==> config.mk <==
export PLATFORM = sky130hd
export DESIGN_NAME = debouncer_bank
export DESIGN_NICKNAME = d
export VERILOG_FILES = /design/src/rtl/debouncer_bank.sv
export SDC_FILE = /design/constraint.sdc
export NUM_CORES = 1
export LEC_CHECK = 0
export ABC_AREA = 1
export CORE_ASPECT_RATIO = 2
export CORE_MARGIN = 1
export CORE_UTILIZATION = 35
export CTS_BUF_LIST = sky130_fd_sc_hd__clkbuf_8
export DETAILED_ROUTE_END_ITERATION = 6
export PLACE_DENSITY = 0.6
export SYNTH_ARGS = -nofsm -noshare
export SYNTH_HDL_FRONTEND = slang
export SYNTH_SLANG_ARGS = --single-unit
export TNS_END_PERCENT = 50
==> constraint.sdc <==
create_clock -name clock -period 1.17 [get_ports clock]
set_input_delay 0.1755 -clock clock [delete_from_list [all_inputs] [get_ports clock]]
set_output_delay 0.1755 -clock clock [all_outputs]
set_load 0.03 [all_outputs]
==> src/rtl/debouncer_bank.sv <==
`default_nettype none
// ============================================================================
// Module   : debouncer_bank
// Purpose  : WIDTH independent debounce filters with rise/fall settle periods,
//            optional input synchroniser and single-cycle edge pulses.
// Revision : 1.0
// ============================================================================
module debouncer_bank #(
    parameter int               WIDTH       = 8,
    parameter int               RISE_PERIOD = 256,
    parameter int               FALL_PERIOD = 256,
    parameter int               SYNC_STAGES = 2,
    parameter logic [WIDTH-1:0] RESET_VALUE = {WIDTH{1'b0}}
) (
    input  logic             clock,
    input  logic             reset,
    input  logic             enable,
    input  logic [WIDTH-1:0] data_i,
    output logic [WIDTH-1:0] data_o,
    output logic [WIDTH-1:0] rise_o,
    output logic [WIDTH-1:0] fall_o,
    output logic [WIDTH-1:0] busy_o,
    output logic             any_change_o
);

    localparam int c_max_p = (RISE_PERIOD > FALL_PERIOD) ? RISE_PERIOD : FALL_PERIOD;
    localparam int c_cnt_w = (c_max_p > 1) ? $clog2(c_max_p) : 1;
    localparam logic [c_cnt_w-1:0] c_rise_last = c_cnt_w'(RISE_PERIOD - 1);
    localparam logic [c_cnt_w-1:0] c_fall_last = c_cnt_w'(FALL_PERIOD - 1);

    typedef enum logic [0:0] {
        IDLE     = 1'b0,
        CHANGING = 1'b1
    } state_t;

    logic [WIDTH-1:0]   w_s;
    state_t             r_state    [WIDTH];
    state_t             w_state_nxt[WIDTH];
    logic [c_cnt_w-1:0] r_cnt      [WIDTH];
    logic [c_cnt_w-1:0] w_cnt_nxt  [WIDTH];
    logic [WIDTH-1:0]   r_data;
    logic [WIDTH-1:0]   w_data_nxt;
    logic [WIDTH-1:0]   w_rise;
    logic [WIDTH-1:0]   w_fall;
    logic [WIDTH-1:0]   w_busy;
    logic [WIDTH-1:0]   r_rise;
    logic [WIDTH-1:0]   r_fall;
    logic               r_any;

    // The synchroniser runs every cycle so enable never stretches its latency.
    if (SYNC_STAGES > 0) begin : g_sync
        logic [SYNC_STAGES-1:0][WIDTH-1:0] r_sync;

        always_ff @(posedge clock) begin
            if (reset) begin
                r_sync <= {SYNC_STAGES{RESET_VALUE}};
            end else begin
                r_sync[0] <= data_i;
                for (int k = 1; k < SYNC_STAGES; k++) begin
                    r_sync[k] <= r_sync[k-1];
                end
            end
        end

        assign w_s = r_sync[SYNC_STAGES-1];
    end else begin : g_bypass
        assign w_s = data_i;
    end

    always_comb begin
        w_state_nxt = r_state;
        w_cnt_nxt   = r_cnt;
        w_data_nxt  = r_data;
        w_rise      = '0;
        w_fall      = '0;
        w_busy      = '0;
        for (int n = 0; n < WIDTH; n++) begin
            w_busy[n] = (r_state[n] == CHANGING);
            case (r_state[n])
                IDLE: begin
                    w_cnt_nxt[n] = '0;
                    if (w_s[n] != r_data[n]) begin
                        w_state_nxt[n] = CHANGING;
                    end
                end
                CHANGING: begin
                    if (w_s[n] == r_data[n]) begin
                        w_state_nxt[n] = IDLE;
                        w_cnt_nxt[n]   = '0;
                    end else if (r_cnt[n] == (w_s[n] ? c_rise_last : c_fall_last)) begin
                        w_data_nxt[n]  = w_s[n];
                        w_rise[n]      = w_s[n];
                        w_fall[n]      = ~w_s[n];
                        w_state_nxt[n] = IDLE;
                        w_cnt_nxt[n]   = '0;
                    end else begin
                        w_cnt_nxt[n] = r_cnt[n] + c_cnt_w'(1);
                    end
                end
                default: begin
                    w_state_nxt[n] = IDLE;
                    w_cnt_nxt[n]   = '0;
                end
            endcase
        end
    end

    // Pulses clear on every non-enabled clock so they never exceed one cycle.
    always_ff @(posedge clock) begin
        if (reset) begin
            for (int n = 0; n < WIDTH; n++) begin
                r_state[n] <= IDLE;
                r_cnt[n]   <= '0;
            end
            r_data <= RESET_VALUE;
            r_rise <= '0;
            r_fall <= '0;
            r_any  <= 1'b0;
        end else begin
            r_rise <= '0;
            r_fall <= '0;
            r_any  <= 1'b0;
            if (enable) begin
                r_state <= w_state_nxt;
                r_cnt   <= w_cnt_nxt;
                r_data  <= w_data_nxt;
                r_rise  <= w_rise;
                r_fall  <= w_fall;
                r_any   <= |(w_rise | w_fall);
            end
        end
    end

    assign data_o       = r_data;
    assign rise_o       = r_rise;
    assign fall_o       = r_fall;
    assign busy_o       = w_busy;
    assign any_change_o = r_any;

endmodule
`default_nettype wire

; Yosys cells after proc, flatten, opt, wreduce, memory -nomap -nowiden
; Index checks and enable logic that the tools add are counted.
[word_totals]
out_inout_bits = 33
register_bits = 113
wordCells = 201
in_bits = 11
[op_classes]
addsub = 8
bitwise_logic = 26
n_reduce_logical = 10
n_eq_ne = 24
n_mux = 104
[op_table]
columns = op, n
row1 = two-way mux 8 bit, 16
row2 = case mux 8 bit (2 select lines), 8
row3 = two-way mux 1 bit, 72
row4 = adder 8 x 1 -> 8 bit (second input constant), 8
row5 = == test 8 bit (second input constant), 8
row6 = AND reduction 4 bit, 8
row7 = NOT 1 bit, 25
row8 = case mux 1 bit (2 select lines), 8
row9 = == test 1 bit, 8
row10 = inequality test 1 bit, 8
row11 = OR 8 bit, 1
row12 = OR reduction 8 bit, 1
row13 = OR reduction 2 bit, 1

; Depth between registers and ports, before layout
; Gate-level depths: netlist (run 1).
[depth]
ltp_word = 6
mapped_depth = 10
ltp_nobuf = 10

; Least setup slack after synthesis (run 1)
; OpenSTA, ideal clock, no wires.
[synth_path]
path_kind = register -> register
startpoint = register r_data[6], in the netlist data_o[6]
endpoint = register r_cnt[11] in the netlist's numbering
required_time_ps = 1090
path_stages_with_launch = 9
slack_ps = -184
period_less_slack_ps = 1354
t_arrival_ps = 1275
path_buffers = 0
setup_time_ps = 80
cell_sequence = dfxtp_1 > inv_1 > nor2_1 > nor2_1 > nor2_1 > nand2_1 > nand2_1 > nand2_1 > nor3b_1
[synth_between]
elab_chain_cells = 3
[synth_lines]
columns = element, line
row1 = from (decl), 41  ; logic [WIDTH-1:0] r_data;
row2 = from (signal assigned), 126  ; r_data <= w_data_nxt;
row3 = == test 1 bit, 87  ; if (w_s[n] == r_data[n]) begin
row4 = two-way mux 8 bit, 87
row5 = case mux 8 bit (2 select lines), 79  ; case (r_state[n])
row6 = to (signal assigned), 125  ; r_cnt <= w_cnt_nxt;
row7 = to (decl), 39  ; logic [c_cnt_w-1:0] r_cnt [WIDTH];
; No other way between the ends.
; A chain may end at the register's enable or synchronous reset.

; Worst setup path after layout (run 1)
[layout_path]
startpoint = register r_cnt[49] in the netlist's numbering
endpoint = register r_data[1], in the netlist data_o[1]
[layout_between]
elab_chain_cells = 2
[layout_lines]
columns = element, line
row1 = == test 8 bit, 90  ; end else if (r_cnt[n] == (w_s[n] ? c_rise_last : c_fall_last)) begin
row2 = AND reduction 4 bit (no source line), -
; No other way between the ends.

==> impl_metrics.env, run 1 <==
export IMPL_drc_errors=0
export IMPL_ir_worst_vdd_uv=677
export IMPL_synth_edf_count=0
export IMPL_crit_type="flip-flop to flip-flop"
export IMPL_cp_end_kind="flip-flop"
export IMPL_seqPwrFrac=0.465
export IMPL_cts_hold_buf=0
export IMPL_outcome="finished with violations"
export IMPL_setup_ws_ps=-132
export IMPL_crit_chain="ha_4 -> nand2_4 -> nor2_4 -> nand2_4 -> nor2_4 -> nand2_2 -> a211oi_2"
export IMPL_violations="negative setup slack"
export IMPL_drv_cap=0
export IMPL_area_growth_pct=61.1
export IMPL_synth_async_reset_ratio=0
export IMPL_final_util=0.577
export IMPL_cts_path_max_buffers=2
export IMPL_p_sw_frac=0.233
export IMPL_syn_inst=644
export IMPL_synth_nets=663
export IMPL_die_w_um=86.3
export IMPL_num_vias=4851
export IMPL_synth_area_mm2=0.00497
export IMPL_post_drt_wl_per_cell_um=13.1
export IMPL_clockRootBuffer="clkbuf_8"
export IMPL_cp_start_kind="flip-flop"
export IMPL_synthSimpleGateAreaFrac=0.333
export IMPL_worstPathArrival_ps=1640
export IMPL_grt_pass1_vias=4940
export IMPL_tns_ps=-2560
export IMPL_slowest_stage="dfxtp_2"
export IMPL_fillerInstances=1218
export IMPL_port_buffers=43
export IMPL_cp_required_ps=1510
export IMPL_grt_pass1_wl_um=20900
export IMPL_grt_remaining_overflow=0
export IMPL_htreeDepth=4
export IMPL_hold_class="primary input to flip-flop"
export IMPL_synthMuxAreaShare=0
export IMPL_synth_top_family_by_area="simple AND/OR/NAND/NOR gates"
export IMPL_postLayoutCellArea_mm2=0.00801
export IMPL_start_util=0.358
export IMPL_grt_max_degree=18
export IMPL_worst_clock_skew_ps=8.27
export IMPL_synthDistinctLibCells=35
export IMPL_numCtsBuffers=17
export IMPL_synth_warnings=0
export IMPL_die_h_um=171
export IMPL_place_gp_congestion=0.808
export IMPL_p_sw_mw=1.96
export IMPL_wl_um=13300
export IMPL_die_area_mm2=0.0147
export IMPL_track_usage=0.180
export IMPL_synthFlopType="dfxtp_1"
export IMPL_yosys_top_cells_count="nand2_1, dfxtp_1, nor2_1, inv_1, nand3_1"
export IMPL_report_final_slew_viol_count=0
export IMPL_synth_top_cell_area_share=0.455
export IMPL_ys_seq_area_frac=0.455
export IMPL_viasPerCell=4.75
export IMPL_num_io_pins=44
export IMPL_synth_area_leaders="dfxtp_1, nand2_1, nor2_1"
export IMPL_final_hold_violation_count=0
export IMPL_antenna_found_initial=0
export IMPL_synth_xor_area_share=0.0388
export IMPL_internal_power_mw=6.46
export IMPL_num_rows=61
export IMPL_setup_viol=63
export IMPL_fin_crit_ps=1300
export IMPL_leakagePower_nw=3.26
export IMPL_clk_latency_ps=430
export IMPL_hpwlAfterDp_um=8890
export IMPL_synth_most_common_cell="nand2_1"
export IMPL_syn_area_per_cell_um2=7.72
export IMPL_ant_nets=0
export IMPL_drtIter0Drc=175
export IMPL_nNetsFinal=838
export IMPL_place_area_mm2=0.00656
export IMPL_pwr_share_comb=0.070
export IMPL_worstMarginPinSlew_ps=273
export IMPL_synth_seq_cells=113
export IMPL_drive_gt1_frac=0.518
export IMPL_period_share=1.11
export IMPL_cts_sinks=113
export IMPL_clkPwrFrac=0.465
export IMPL_p_per_area_mw_per_mm2=1050
export IMPL_max_slew_margin=0.817
export IMPL_core_area_mm2=0.0139
export IMPL_worstPathMaxFanout=3
export IMPL_n_antenna_cell=0
export IMPL_rsz0062_at_grt="yes"
export IMPL_max_freq_mhz=768
export IMPL_cts_tree="yes"
export IMPL_max_stage_delay_ps=360
export IMPL_first_pass_iters=4
export IMPL_power_total_mw=8.42
export IMPL_path_clk_slew_ps=70
export IMPL_synth_top_cell_by_area="dfxtp_1"
export IMPL_synth_compound_area_frac=0.0775
export IMPL_synthAdderAreaFrac=0.0201
-- per-layer routing --
layer | wire length [um] | up-vias | global-route usage | part of all wire
li1 | - | 2431 | - | -
met1 | 4920 | 2297 | 0.182 | 0.37
met2 | 7610 | 88 | 0.334 | 0.57
met3 | 373 | 35 | 0.0473 | 0.028
met4 | 426 | 0 | 0.0899 | 0.032
met5 | 0 | - | 0 | 0
-- power groups by stage --
stage               logic [mW]  registers, mW  clock network (mW)
detailed placement       0.494           4.02                   0
CTS                      0.533           3.93                4.01
floorplan                0.239           4.04                   0
global placement         0.484           4.01                   0
finish                   0.590           3.92                3.91
global route             0.640           3.92                4.20
-- path summary, 6_finish.rpt --
kind / from / end / slack (ps) / cells past startpoint
worst min-delay path: enable / r_cnt[0]$_SDFFE_PP0P_ / 160 / 3
worst max register to register: r_cnt[49]$_SDFFE_PP0P_ / data_o[1]$_SDFFE_PP0P_ / -130 / 7
worst max-delay path: r_cnt[49]$_SDFFE_PP0P_ / data_o[1]$_SDFFE_PP0P_ / -130 / 7
worst min register to register: g_sync.r_sync[4]$_SDFF_PP0_ / w_s[4]$_SDFF_PP0_ / 390 / 2
-- final cells by class --
cell class              instances  area (um2)  area share
inverters                      72         275      0.0344
clock inverters                14         171      0.0214
well taps                     189         236      0.0295
clock buffers                  18         248      0.0309
repair buffers                173        1530       0.190
multi-input cells             442        3180       0.397
flip-flops and latches        113        2380       0.297
-- through the flow --
step,std cells,worst slack (ps),hold WS (ps)
after CTS,1002,-115,138
after global placement,965,-244,393
after floorplan,644,-66.7,282
after detailed placement,965,-293,395
final,1021,-132,158
after global routing,1021,-239,147
-- cell usage in the layout (no fill, tap or decap), types with 4 or more instances in the layout --
cell,n
nand4_1,22
buf_4,120
a21oi_2,6
a21oi_1,11
a211oi_2,9
nor3_4,5
dfxtp_4,22
clkbuf_8,18
nor3_2,4
ha_4,8
inv_1,60
nand3_2,4
xnor2_1,5
nor3b_2,17
buf_12,8
clkdlybuf4s50_1,9
inv_2,13
o21ai_1,5
o21ai_0,12
xor2_1,15
nor3_1,5
nand2_4,21
nand2_1,87
nor2_1,66
nor2_4,31
dfxtp_1,66
nor2_2,33
dfxtp_2,25
buf_2,5
bufinv_16,4
o2111a_1,4
clkinv_2,4
nand2_2,26
nand3_1,18
buf_6,31
-- worst max-delay path, delay by kind of cell (launching register included) --
family / cells / cell delay [ps]
AND/OR/NAND/NOR: 5 / 460
flip-flops: 1 / 360
AO/OA/AOI/OAI: 1 / 230
adder cells (fa/ha/maj): 1 / 150
-- state kept, by name (all words and copies together) (netlist names) --
name / flops
r_cnt: 64
busy_o: 8
data_o: 8
fall_o: 8
g_sync.r_sync: 8
rise_o: 8
w_s: 8
any_change_o: 1
-- logic make-up after synthesis --
| logic type | after synthesis |
|---|---|
| DFF | 113 |
| xor gates and xnor gates | 22 |
| adders and majority gates | 8 |
| buffers and inverters | 89 |
| AOI/OAI and AO/OA | 61 |
| and+or+nand+nor | 351 |
-- timing repair --
item | CTS | global route
setup endpoints to repair | 98 | 103
buffers inserted | 5 | 20
pin swaps | 47 | 76
resized for setup | 139 | 142
No activity file was read; power rests on OpenSTA's default activity.
==> run 2, diff against run 1 <==
--- a/config.mk
+++ b/config.mk
@@ -12,6 +12,7 @@
 export CTS_BUF_LIST = sky130_fd_sc_hd__clkbuf_8
 export DETAILED_ROUTE_END_ITERATION = 6
 export PLACE_DENSITY = 0.6
+export SLEW_MARGIN = 40
 export SYNTH_ARGS = -nofsm -noshare
 export SYNTH_HDL_FRONTEND = slang
 export SYNTH_SLANG_ARGS = --single-unit
==> results of run 2 <==
Final layout, timing and power as in run 1 (identical DEF).
==> run 3, diff against run 2 <==
--- a/config.mk
+++ b/config.mk
@@ -9,7 +9,7 @@
 export CORE_ASPECT_RATIO = 2
 export CORE_MARGIN = 1
 export CORE_UTILIZATION = 35
-export CTS_BUF_LIST = sky130_fd_sc_hd__clkbuf_8
+export CTS_BUF_LIST = sky130_fd_sc_hd__clkbuf_4
 export DETAILED_ROUTE_END_ITERATION = 6
 export PLACE_DENSITY = 0.6
 export SLEW_MARGIN = 40
==> impl_metrics.env, run 3 (synthesis gave the netlist of run 1 again) <==
export IMPL_cts_hold_buf=0
export IMPL_final_hold_violation_count=0
export IMPL_cts_path_max_buffers=2
export IMPL_max_slew_margin=0.781
export IMPL_violations="negative setup slack"
export IMPL_path_clk_slew_ps=100
export IMPL_worst_clock_skew_ps=16.4
export IMPL_cts_tree="yes"
export IMPL_fin_crit_ps=1310
export IMPL_cp_required_ps=1610
export IMPL_nNetsFinal=848
export IMPL_mostFrequentLayoutCell="buf_4"
export IMPL_min_delay_start="enable"
export IMPL_outcome="finished with violations"
export IMPL_ir_worst_vdd_uv=735
export IMPL_area_growth_pct=62.7
export IMPL_p_per_area_mw_per_mm2=955
export IMPL_die_area_mm2=0.0147
export IMPL_port_buffers=43
export IMPL_p_sw_mw=1.85
export IMPL_largest_register_ffs=64
export IMPL_top_register="r_cnt"
export IMPL_report_final_slew_viol_count=0
export IMPL_htreeDepth=4
export IMPL_numCtsBuffers=17
export IMPL_drtIter0Drc=168
export IMPL_start_util=0.358
export IMPL_clk_latency_ps=500
export IMPL_grt_max_degree=18
export IMPL_num_io_pins=44
export IMPL_wl_um=13300
export IMPL_viasPerCell=4.71
export IMPL_dpl_worst_slack_ps=-293
export IMPL_drive_gt1_frac=0.552
export IMPL_dpl_cell_count=965
export IMPL_track_usage=0.186
export IMPL_period_share=1.12
export IMPL_cp_end_kind="flip-flop"
export IMPL_cp_start_kind="flip-flop"
export IMPL_place_gp_congestion=0.808
export IMPL_clockRootBuffer="clkbuf_4"
export IMPL_first_pass_iters=4
export IMPL_grt_remaining_overflow=0
export IMPL_worstPathArrival_ps=1750
export IMPL_setup_ws_ps=-140
export IMPL_worstMarginPinSlew_ps=325
export IMPL_crit_top_cell="buf_4"
export IMPL_grt_pass1_vias=5070
export IMPL_post_drt_wl_per_cell_um=12.9
export IMPL_die_w_um=86.3
export IMPL_pwr_share_comb=0.080
export IMPL_cts_sinks=113
export IMPL_crit_type="flip-flop to flip-flop"
export IMPL_crit_start="r_cnt[16]$_SDFFE_PP0P_"
export IMPL_antenna_found_initial=1
export IMPL_leakagePower_nw=3.31
export IMPL_internal_power_mw=5.88
export IMPL_ff2ff_setup_slack_ps=-140
export IMPL_clkPwrFrac=0.415
export IMPL_worstPathMaxFanout=3
export IMPL_crit_chain="ha_4 -> nand2_4 -> nor2_4 -> nand4_1 -> buf_4 -> buf_4 -> nor2_2"
export IMPL_grt_pass1_wl_um=21600
export IMPL_slowest_stage="dfxtp_2"
export IMPL_worstReg2RegStart="r_cnt[16]$_SDFFE_PP0P_"
export IMPL_drc_errors=0
export IMPL_p_sw_frac=0.239
export IMPL_max_freq_mhz=764
export IMPL_seqPwrFrac=0.505
export IMPL_hpwlAfterDp_um=8890
export IMPL_setup_viol=73
export IMPL_die_h_um=171
export IMPL_finalNonFillerCells=1032
export IMPL_ant_nets=0
export IMPL_place_area_mm2=0.00656
export IMPL_drv_cap=0
export IMPL_hold_class="primary input to flip-flop"
export IMPL_postLayoutCellArea_mm2=0.00809
export IMPL_core_area_mm2=0.0139
export IMPL_mostFrequentLayoutCells="buf_4, nand2_1, nor2_1"
export IMPL_rsz0062_at_grt="yes"
export IMPL_max_stage_delay_ps=370
export IMPL_power_total_mw=7.73
export IMPL_num_rows=61
export IMPL_num_vias=4856
-- run 3: changes by cell type in the layout (fill, tap and decap cells not counted), moves of 3 or more --
cell,before,now
buf_6,31,53
clkbuf_4,0,20
dfxtp_2,25,44
clkbuf_8,18,0
dfxtp_1,66,48
buf_4,120,112
nand2_1,87,82
nand2_2,26,31
o21ai_2,2,7
buf_2,5,1
o21ai_1,5,1
inv_2,13,10
-- run 3: power by group through the flow --
stage / Clock, mW / Combinational, mW / Sequential (mW)
after floorplan: 0 / 0.239 / 4.04
after global placement: 0 / 0.484 / 4.01
after detailed placement: 0 / 0.494 / 4.02
after CTS: 3.32 / 0.576 / 3.91
after global routing: 3.47 / 0.670 / 3.91
final: 3.21 / 0.617 / 3.90
-- run 3: what timing repair did --
item,4_1_cts,5_1_grt
gates cloned,0,0
setup endpoints to repair,115,123
gates resized for setup,214,113
pin swaps,60,74
setup buffers,20,15
-- run 3: stage by stage --
stage	hold slack, ps	util	setup TNS (ps)
floorplan	282	-	-267
global placement	393	0.472	-12330
detailed placement	395	0.472	-14880
CTS	26.5	0.549	-4550
global route	39.6	0.583	-11990
finish	71.2	0.583	-4070
-- run 3: area by class of cell --
type                       count  area (um2)
inverter                      72         278
tap                          189         236
clock inverter                12         164
fill                        1242        5800
antenna                        1        2.50
sequential                   113        2400
timing repair buffer         183        1690
clock buffer                  20         150
multi-input combinational    442        3170
-- run 3: path summary, 6_finish.rpt --
path,endpoint,cells past startpoint
setup / recovery,rise_o[5]$_SDFF_PP0_,7
hold / removal,r_cnt[0]$_SDFFE_PP0P_,3
setup reg to reg,rise_o[5]$_SDFF_PP0_,7
hold reg to reg,w_s[4]$_SDFF_PP0_,2
-- run 3: per-layer routing --
layer  track usage  routed length (um)  part of all wire  vias to the layer above
met5             0                   0                 0                        -
met3        0.0425                 362             0.027                       27
li1              -                   -                 -                     2455
met2         0.349                7610              0.57                       78
met4        0.0928                 439             0.033                        0
met1         0.186                4860              0.37                     2296
-- run 3: worst max-delay path, delay by kind of cell (launching register included) --
kind | cells | cell delay (ps)
flops | 1 | 370
buf+inv | 2 | 300
simple gates | 4 | 420
fa+ha+maj | 1 | 150
